**src/rtl/ysyx_220053_alu_arb_if.sv**
```systemverilog
// Bundle between the ALU arbiter, its two requesters and the shared ALU.
// The slave modport is the arbiter's view of the bundle.
interface ysyx_220053_alu_arb_if #(
    parameter int XLEN = 64,
    parameter int OP_W = 5
);
    logic            req0_valid;
    logic            req0_ready;
    logic [XLEN-1:0] req0_a;
    logic [XLEN-1:0] req0_b;
    logic [OP_W-1:0] req0_op;
    logic            rsp0_valid;
    logic            rsp0_ready;
    logic [XLEN-1:0] rsp0_result;
    logic            rsp0_zero;

    logic            req1_valid;
    logic            req1_ready;
    logic [XLEN-1:0] req1_a;
    logic [XLEN-1:0] req1_b;
    logic [OP_W-1:0] req1_op;
    logic            rsp1_valid;
    logic            rsp1_ready;
    logic [XLEN-1:0] rsp1_result;
    logic            rsp1_zero;

    logic [XLEN-1:0] alu_a;
    logic [XLEN-1:0] alu_b;
    logic [OP_W-1:0] alu_op;
    logic [XLEN-1:0] alu_result;
    logic            alu_zero;
    logic            busy;

    modport slave (
        input  req0_valid, req0_a, req0_b, req0_op, rsp0_ready,
        input  req1_valid, req1_a, req1_b, req1_op, rsp1_ready,
        input  alu_result, alu_zero,
        output req0_ready, rsp0_valid, rsp0_result, rsp0_zero,
        output req1_ready, rsp1_valid, rsp1_result, rsp1_zero,
        output alu_a, alu_b, alu_op, busy
    );

    modport master (
        output req0_valid, req0_a, req0_b, req0_op, rsp0_ready,
        output req1_valid, req1_a, req1_b, req1_op, rsp1_ready,
        output alu_result, alu_zero,
        input  req0_ready, rsp0_valid, rsp0_result, rsp0_zero,
        input  req1_ready, rsp1_valid, rsp1_result, rsp1_zero,
        input  alu_a, alu_b, alu_op, busy
    );
endinterface

```
**src/rtl/ysyx_220053_alu_arb.sv**
```systemverilog
// Round-robin arbiter/sequencer for the shared ALU: one op in flight,
// accept -> one EXEC cycle -> held response until the owner consumes it.
module ysyx_220053_alu_arb #(
    parameter int XLEN = 64,
    parameter int OP_W = 5
) (
    input logic                   clk,
    input logic                   rst_n,
    ysyx_220053_alu_arb_if.slave  bus
);
    typedef enum logic [1:0] {
        IDLE = 2'd0,
        EXEC = 2'd1,
        RESP = 2'd2
    } state_t;

    state_t          state_r;
    logic            last_grant_r;
    logic            owner_r;
    logic [XLEN-1:0] a_r;
    logic [XLEN-1:0] b_r;
    logic [OP_W-1:0] op_r;
    logic [XLEN-1:0] result_r;
    logic            zero_r;
    logic            rsp0_valid_r;
    logic            rsp1_valid_r;
    logic            busy_r;

    logic            consume_s;
    logic            open_s;
    logic            grant_s;
    logic            ready0_s;
    logic            ready1_s;
    logic            accept_s;
    logic [XLEN-1:0] sel_a_s;
    logic [XLEN-1:0] sel_b_s;
    logic [OP_W-1:0] sel_op_s;

    // Arbitration: a new op may be taken in IDLE, or in RESP as the owner consumes.
    always_comb begin
        consume_s = 1'b0;
        case (state_r)
            RESP:    consume_s = owner_r ? bus.rsp1_ready : bus.rsp0_ready;
            default: consume_s = 1'b0;
        endcase
        open_s = rst_n && ((state_r == IDLE) || consume_s);
        if (bus.req0_valid && bus.req1_valid) begin
            grant_s = ~last_grant_r;
        end else begin
            grant_s = bus.req1_valid;
        end
        ready0_s = open_s && bus.req0_valid && !grant_s;
        ready1_s = open_s && bus.req1_valid && grant_s;
        accept_s = ready0_s || ready1_s;
        if (grant_s) begin
            sel_a_s  = bus.req1_a;
            sel_b_s  = bus.req1_b;
            sel_op_s = bus.req1_op;
        end else begin
            sel_a_s  = bus.req0_a;
            sel_b_s  = bus.req0_b;
            sel_op_s = bus.req0_op;
        end
    end

    // Sequencer and all registered outputs.
    always_ff @(posedge clk) begin
        if (!rst_n) begin
            state_r      <= IDLE;
            last_grant_r <= 1'b1;
            owner_r      <= 1'b0;
            a_r          <= {XLEN{1'b0}};
            b_r          <= {XLEN{1'b0}};
            op_r         <= {OP_W{1'b0}};
            result_r     <= {XLEN{1'b0}};
            zero_r       <= 1'b0;
            rsp0_valid_r <= 1'b0;
            rsp1_valid_r <= 1'b0;
            busy_r       <= 1'b0;
        end else begin
            case (state_r)
                IDLE: begin
                    if (accept_s) begin
                        a_r          <= sel_a_s;
                        b_r          <= sel_b_s;
                        op_r         <= sel_op_s;
                        owner_r      <= grant_s;
                        last_grant_r <= grant_s;
                        state_r      <= EXEC;
                        busy_r       <= 1'b1;
                    end
                end
                EXEC: begin
                    result_r     <= bus.alu_result;
                    zero_r       <= bus.alu_zero;
                    rsp0_valid_r <= !owner_r;
                    rsp1_valid_r <= owner_r;
                    state_r      <= RESP;
                end
                RESP: begin
                    if (consume_s) begin
                        rsp0_valid_r <= 1'b0;
                        rsp1_valid_r <= 1'b0;
                        // Back-to-back: the next op is accepted in the consume cycle.
                        if (accept_s) begin
                            a_r          <= sel_a_s;
                            b_r          <= sel_b_s;
                            op_r         <= sel_op_s;
                            owner_r      <= grant_s;
                            last_grant_r <= grant_s;
                            state_r      <= EXEC;
                        end else begin
                            state_r <= IDLE;
                            busy_r  <= 1'b0;
                        end
                    end
                end
                default: begin
                    state_r      <= IDLE;
                    rsp0_valid_r <= 1'b0;
                    rsp1_valid_r <= 1'b0;
                    busy_r       <= 1'b0;
                end
            endcase
        end
    end

    assign bus.req0_ready  = ready0_s;
    assign bus.req1_ready  = ready1_s;
    assign bus.rsp0_valid  = rsp0_valid_r;
    assign bus.rsp1_valid  = rsp1_valid_r;
    assign bus.rsp0_result = result_r;
    assign bus.rsp1_result = result_r;
    assign bus.rsp0_zero   = zero_r;
    assign bus.rsp1_zero   = zero_r;
    assign bus.alu_a       = a_r;
    assign bus.alu_b       = b_r;
    assign bus.alu_op      = op_r;
    assign bus.busy        = busy_r;
endmodule
```
**src/flat_wrapper.sv**
```systemverilog
// flat-port wrapper written by rule: the top's interface ports become plain ports
module ysyx_220053_alu_arb_flat 
#(
    parameter int XLEN = 64,
    parameter int OP_W = 5
)
  (clk, rst_n, bus_req0_valid, bus_req0_a, bus_req0_b, bus_req0_op, bus_rsp0_ready, bus_req1_valid, bus_req1_a, bus_req1_b, bus_req1_op, bus_rsp1_ready, bus_alu_result, bus_alu_zero, bus_req0_ready, bus_rsp0_valid, bus_rsp0_result, bus_rsp0_zero, bus_req1_ready, bus_rsp1_valid, bus_rsp1_result, bus_rsp1_zero, bus_alu_a, bus_alu_b, bus_alu_op, bus_busy);
  ysyx_220053_alu_arb_if #(.XLEN(XLEN), .OP_W(OP_W)) bus_i ();
  input logic clk;
  input logic rst_n;
  input wire logic [$bits(bus_i.req0_valid)-1:0] bus_req0_valid;
  input wire logic [$bits(bus_i.req0_a)-1:0] bus_req0_a;
  input wire logic [$bits(bus_i.req0_b)-1:0] bus_req0_b;
  input wire logic [$bits(bus_i.req0_op)-1:0] bus_req0_op;
  input wire logic [$bits(bus_i.rsp0_ready)-1:0] bus_rsp0_ready;
  input wire logic [$bits(bus_i.req1_valid)-1:0] bus_req1_valid;
  input wire logic [$bits(bus_i.req1_a)-1:0] bus_req1_a;
  input wire logic [$bits(bus_i.req1_b)-1:0] bus_req1_b;
  input wire logic [$bits(bus_i.req1_op)-1:0] bus_req1_op;
  input wire logic [$bits(bus_i.rsp1_ready)-1:0] bus_rsp1_ready;
  input wire logic [$bits(bus_i.alu_result)-1:0] bus_alu_result;
  input wire logic [$bits(bus_i.alu_zero)-1:0] bus_alu_zero;
  output wire logic [$bits(bus_i.req0_ready)-1:0] bus_req0_ready;
  output wire logic [$bits(bus_i.rsp0_valid)-1:0] bus_rsp0_valid;
  output wire logic [$bits(bus_i.rsp0_result)-1:0] bus_rsp0_result;
  output wire logic [$bits(bus_i.rsp0_zero)-1:0] bus_rsp0_zero;
  output wire logic [$bits(bus_i.req1_ready)-1:0] bus_req1_ready;
  output wire logic [$bits(bus_i.rsp1_valid)-1:0] bus_rsp1_valid;
  output wire logic [$bits(bus_i.rsp1_result)-1:0] bus_rsp1_result;
  output wire logic [$bits(bus_i.rsp1_zero)-1:0] bus_rsp1_zero;
  output wire logic [$bits(bus_i.alu_a)-1:0] bus_alu_a;
  output wire logic [$bits(bus_i.alu_b)-1:0] bus_alu_b;
  output wire logic [$bits(bus_i.alu_op)-1:0] bus_alu_op;
  output wire logic [$bits(bus_i.busy)-1:0] bus_busy;
  assign bus_i.req0_valid = bus_req0_valid;
  assign bus_i.req0_a = bus_req0_a;
  assign bus_i.req0_b = bus_req0_b;
  assign bus_i.req0_op = bus_req0_op;
  assign bus_i.rsp0_ready = bus_rsp0_ready;
  assign bus_i.req1_valid = bus_req1_valid;
  assign bus_i.req1_a = bus_req1_a;
  assign bus_i.req1_b = bus_req1_b;
  assign bus_i.req1_op = bus_req1_op;
  assign bus_i.rsp1_ready = bus_rsp1_ready;
  assign bus_i.alu_result = bus_alu_result;
  assign bus_i.alu_zero = bus_alu_zero;
  assign bus_req0_ready = bus_i.req0_ready;
  assign bus_rsp0_valid = bus_i.rsp0_valid;
  assign bus_rsp0_result = bus_i.rsp0_result;
  assign bus_rsp0_zero = bus_i.rsp0_zero;
  assign bus_req1_ready = bus_i.req1_ready;
  assign bus_rsp1_valid = bus_i.rsp1_valid;
  assign bus_rsp1_result = bus_i.rsp1_result;
  assign bus_rsp1_zero = bus_i.rsp1_zero;
  assign bus_alu_a = bus_i.alu_a;
  assign bus_alu_b = bus_i.alu_b;
  assign bus_alu_op = bus_i.alu_op;
  assign bus_busy = bus_i.busy;
  ysyx_220053_alu_arb #(.XLEN(XLEN), .OP_W(OP_W)) u_core (.clk(clk), .rst_n(rst_n), .bus(bus_i));
endmodule
```
**config.mk**
```make
export PLATFORM = sky130hd
export DESIGN_NAME = ysyx_220053_alu_arb_flat
export DESIGN_NICKNAME = d
export VERILOG_FILES = /design/src/rtl/ysyx_220053_alu_arb_if.sv /design/src/rtl/ysyx_220053_alu_arb.sv /design/src/flat_wrapper.sv
export SDC_FILE = /design/constraint.sdc
export NUM_CORES = 1
export LEC_CHECK = 0
export CORE_AREA = 2 2 235 237
export DETAILED_ROUTE_END_ITERATION = 16
export DIE_AREA = 0 0 237 239
export PLACE_DENSITY = 0.54
export SYNTH_ARGS = -nofsm -noshare
export SYNTH_HDL_FRONTEND = slang
export SYNTH_SLANG_ARGS = --single-unit
```
**constraint.sdc**
```tcl
create_clock -name clk -period 1.8 [get_ports clk]
set_clock_uncertainty 0.05 [all_clocks]
set_input_delay 0.27 -clock clk [delete_from_list [all_inputs] [get_ports clk]]
set_output_delay 0.27 -clock clk [all_outputs]
set_load 0.1 [all_outputs]
```
==> out/results.ini <==
[floorplanning]
start_util = 0.228
die_w_um = 237
core_area_um2 = 54300
io_pins = 605
die_h_um = 239
rows = 86
die_area_um2 = 56600

[synthesis]
synth_xor_area_frac = 0
syn_area_um2 = 12400
synth_compound_area_frac = 0.214
synth.ff_latch_count = 205
synth.top_cells.by_count = nand2b_1, dfxtp_1, mux2i_1, o2111ai_1, or3_1
synth_top_flop_cell = dfxtp_1
yosys.area.top_type_share = 0.332
synth_simple_gate_area_frac = 0.249
synth_mux_area_frac = 0.110
synth.most_common_cell = nand2b_1
synth_edf_count = 0
synth_top_family_by_area = simple AND/OR/NAND/NOR gates
synth_async_sr_flop_share = 0
synth_cell_type_count = 31
synth.area.top_cells = dfxtp_1, nand2b_1, mux2i_1
synth_warnings = 0
syn_inst = 1442
synthAdderAreaFrac = 0
syn_avg_cell_area_um2 = 8.58
yosysTopAreaCell = dfxtp_1
yosysSeqAreaShare = 0.332
syn-num-nets = 1779

[drt]
wl_per_cell_um = 18.8
first_iter_violations = 529
firstDrtPassIters = 4
drc_errors = 0
drtAntennaViolNets = 0
via_per_inst = 4.67
vias = 12500
wl_mm = 50.3

[timing]
setup_slack_ns = -0.275
max_freq_mhz = 482
rsz0062_at_grt = true
hold_viol_final = 0
slew_violations = 0
post-route-period-util = 1.15
max_slew_margin = 0.660
fin_crit_ns = 2.07
fin_setup_tns_ns = -0.484
tightest_slew_ns = 0.510
holdWs_ns = 0.124
setup_viol = 2

[placed_design]
place_hpwl_mm = 37.1
pre_cts_ws_ns = -0.552
place_inst = 2624
place_congestion = 0.810
port_buffers = 604

[global_routing]
grtUsageTotal = 0.170
grt_pass1_wl_mm = 75.6
grt_antenna_before_repair = 1
grt_pass1_vias = 12600
grt_max_degree = 104
grt_overflow = 0

[power_and_ir_drop]
sw_frac_of_total = 0.414
p_comb_frac = 0.469
fin_total_pwr_mw = 20.9
p_leak_nw = 8.30
p_int_mw = 12.3
clkPwrFrac = 0.259
ir_drop_uv = 695
seq_power_share = 0.272
p_switching_mw = 8.66
powerDensity_nw_per_um2 = 919

[run_status]
violations = negative setup slack
status = finished, violations left

[run]
cap_violations = 0

[finish]
seq_area_um2 = 4110
multi_input_area_um2 = 7160
drive_gt1_frac = 0.237
n_fill_cell = 5242
syn_to_final_growth_pct = 83.9
final_cells = 2673
fin_nets = 2288

[setup_path]
reg2reg_to = u_core.bus.alu_op[1]
path_class = register to output pin
r2r_cells = 5
required_ns = 1.48
cp_max_fo = 3
worst_setup_path_end_kind = output pin
crit_arrival_ns = 1.75
critPathLaunchType = register
r2r-start = u_core.owner_r
r2r_slack_ns = 0.12

[cts]
clk_pin_slew_ns = 0.06
cts_made_buffers = 26
cts_tree = built
max-clock-path-buffers = 3
cts_sinks = 205
h-tree-depth = 1
cts-root-buf = clkbuf_16
clock_latency_ns = 0.54

[min_path]
min_path_type = input pin to register
min_path_cells = 3
hold_end = u_core.last_grant_r
hold_start = bus_req0_valid

power by group through the flow:
stage | sequential (mW) | clock [mW] | combinational (mW)
floorplan | 8.64 | 0 | 2.85
global placement | 5.74 | 0 | 9.82
detailed placement | 5.78 | 0 | 9.89
CTS | 5.69 | 5.62 | 9.92
global route | 5.76 | 5.79 | 10.2
finish | 5.68 | 5.42 | 9.82
flip-flops by register name (all words and copies together), names as in the netlist, 2 cells and up:
register and count:
u_core.bus.alu_op 5, u_core.bus.alu_a 64, u_core.bus.rsp0_result 64, u_core.state_r 2
u_core.bus.alu_b 64
repair_timing:
action,4_1_cts,5_1_grt
pin swaps,1,0
setup buffers,1,1
hold buffers,1,0
setup endpoints to repair,2,2
resized for setup,6,0
hold endpoints to repair,10,0
placed cells by master, fill, tap and decap left out, types with 2 or more instances in the layout:
cell / instances
and2_4: 2
nand2_1: 131
o2111ai_1: 133
inv_1: 3
o21ai_0: 3
dfxtp_1: 202
nor2b_1: 2
a21oi_1: 74
o21a_1: 2
or3_1: 133
buf_12: 296
clkbuf_8: 6
clkbuf_1: 7
a21boi_4: 2
mux2i_1: 134
a21boi_0: 66
clkinv_2: 2
clkbuf_16: 28
and3_1: 2
nand2b_1: 268
bufinv_16: 2
a21oi_2: 60
clkdlybuf4s50_1: 333
buf_4: 58
dfxtp_4: 2
layout make-up:
class / instances / area share
Antenna cell: 1 / 0.000110
Clock buffer: 41 / 0.0356
Clock inverter: 4 / 0.00308
Inverter: 3 / 0.000495
Multi-Input combinational cell: 1026 / 0.315
Sequential cell: 205 / 0.181
Tap cell: 704 / 0.0387
Timing Repair Buffer: 689 / 0.427
metal layers:
layer / global-route usage / up-vias / part of all wire
met1: 0.197 / 5940 / 0.40
li1: - / 6086 / -
met3: 0.0426 / 56 / 0.072
met2: 0.306 / 408 / 0.50
met4: 0.0491 / 0 / 0.025
met5: 0 / - / 0
how the worst max path moves through the flow:
stage	startpoint	slack [ns]	cells past startpoint	endpoint
2_1_floorplan	u_core.state_r[0]	-0.01	5	bus_req0_ready
3_3_place_gp	bus_rsp1_ready	-0.62	5	bus_req0_ready
3_5_place_dp	bus_rsp1_ready	-0.55	5	bus_req0_ready
4_1_cts	u_core.owner_r	-0.31	4	bus_req0_ready
5_1_grt	u_core.owner_r	-0.34	4	bus_req0_ready
6_report	u_core.owner_r	-0.27	4	bus_req0_ready
critical path: stages (launching register included):
cell and delay, ns:
dfxtp_2 0.34, mux2i_4 0.22, a21oi_4 0.21, and4b_4 0.27, buf_12 0.17
cells by family (layout without fill, tap and decap cells):
family / after synthesis / count (layout)
buf+inv: 211 / 737
simple gates: 545 / 545
mux: 136 / 136
other cells: 0 / 1
compound gates: 345 / 345
flops: 205 / 205
through the flow:
stage / instance area [um^2] / utilization
2_1_floorplan: 12400 / -
3_5_place_dp: 21800 / 0.402
5_1_grt: 22800 / 0.419
3_3_place_gp: 21800 / 0.402
6_report: 22800 / 0.419
4_1_cts: 22800 / 0.419
No activity file was read; power rests on OpenSTA's default activity.
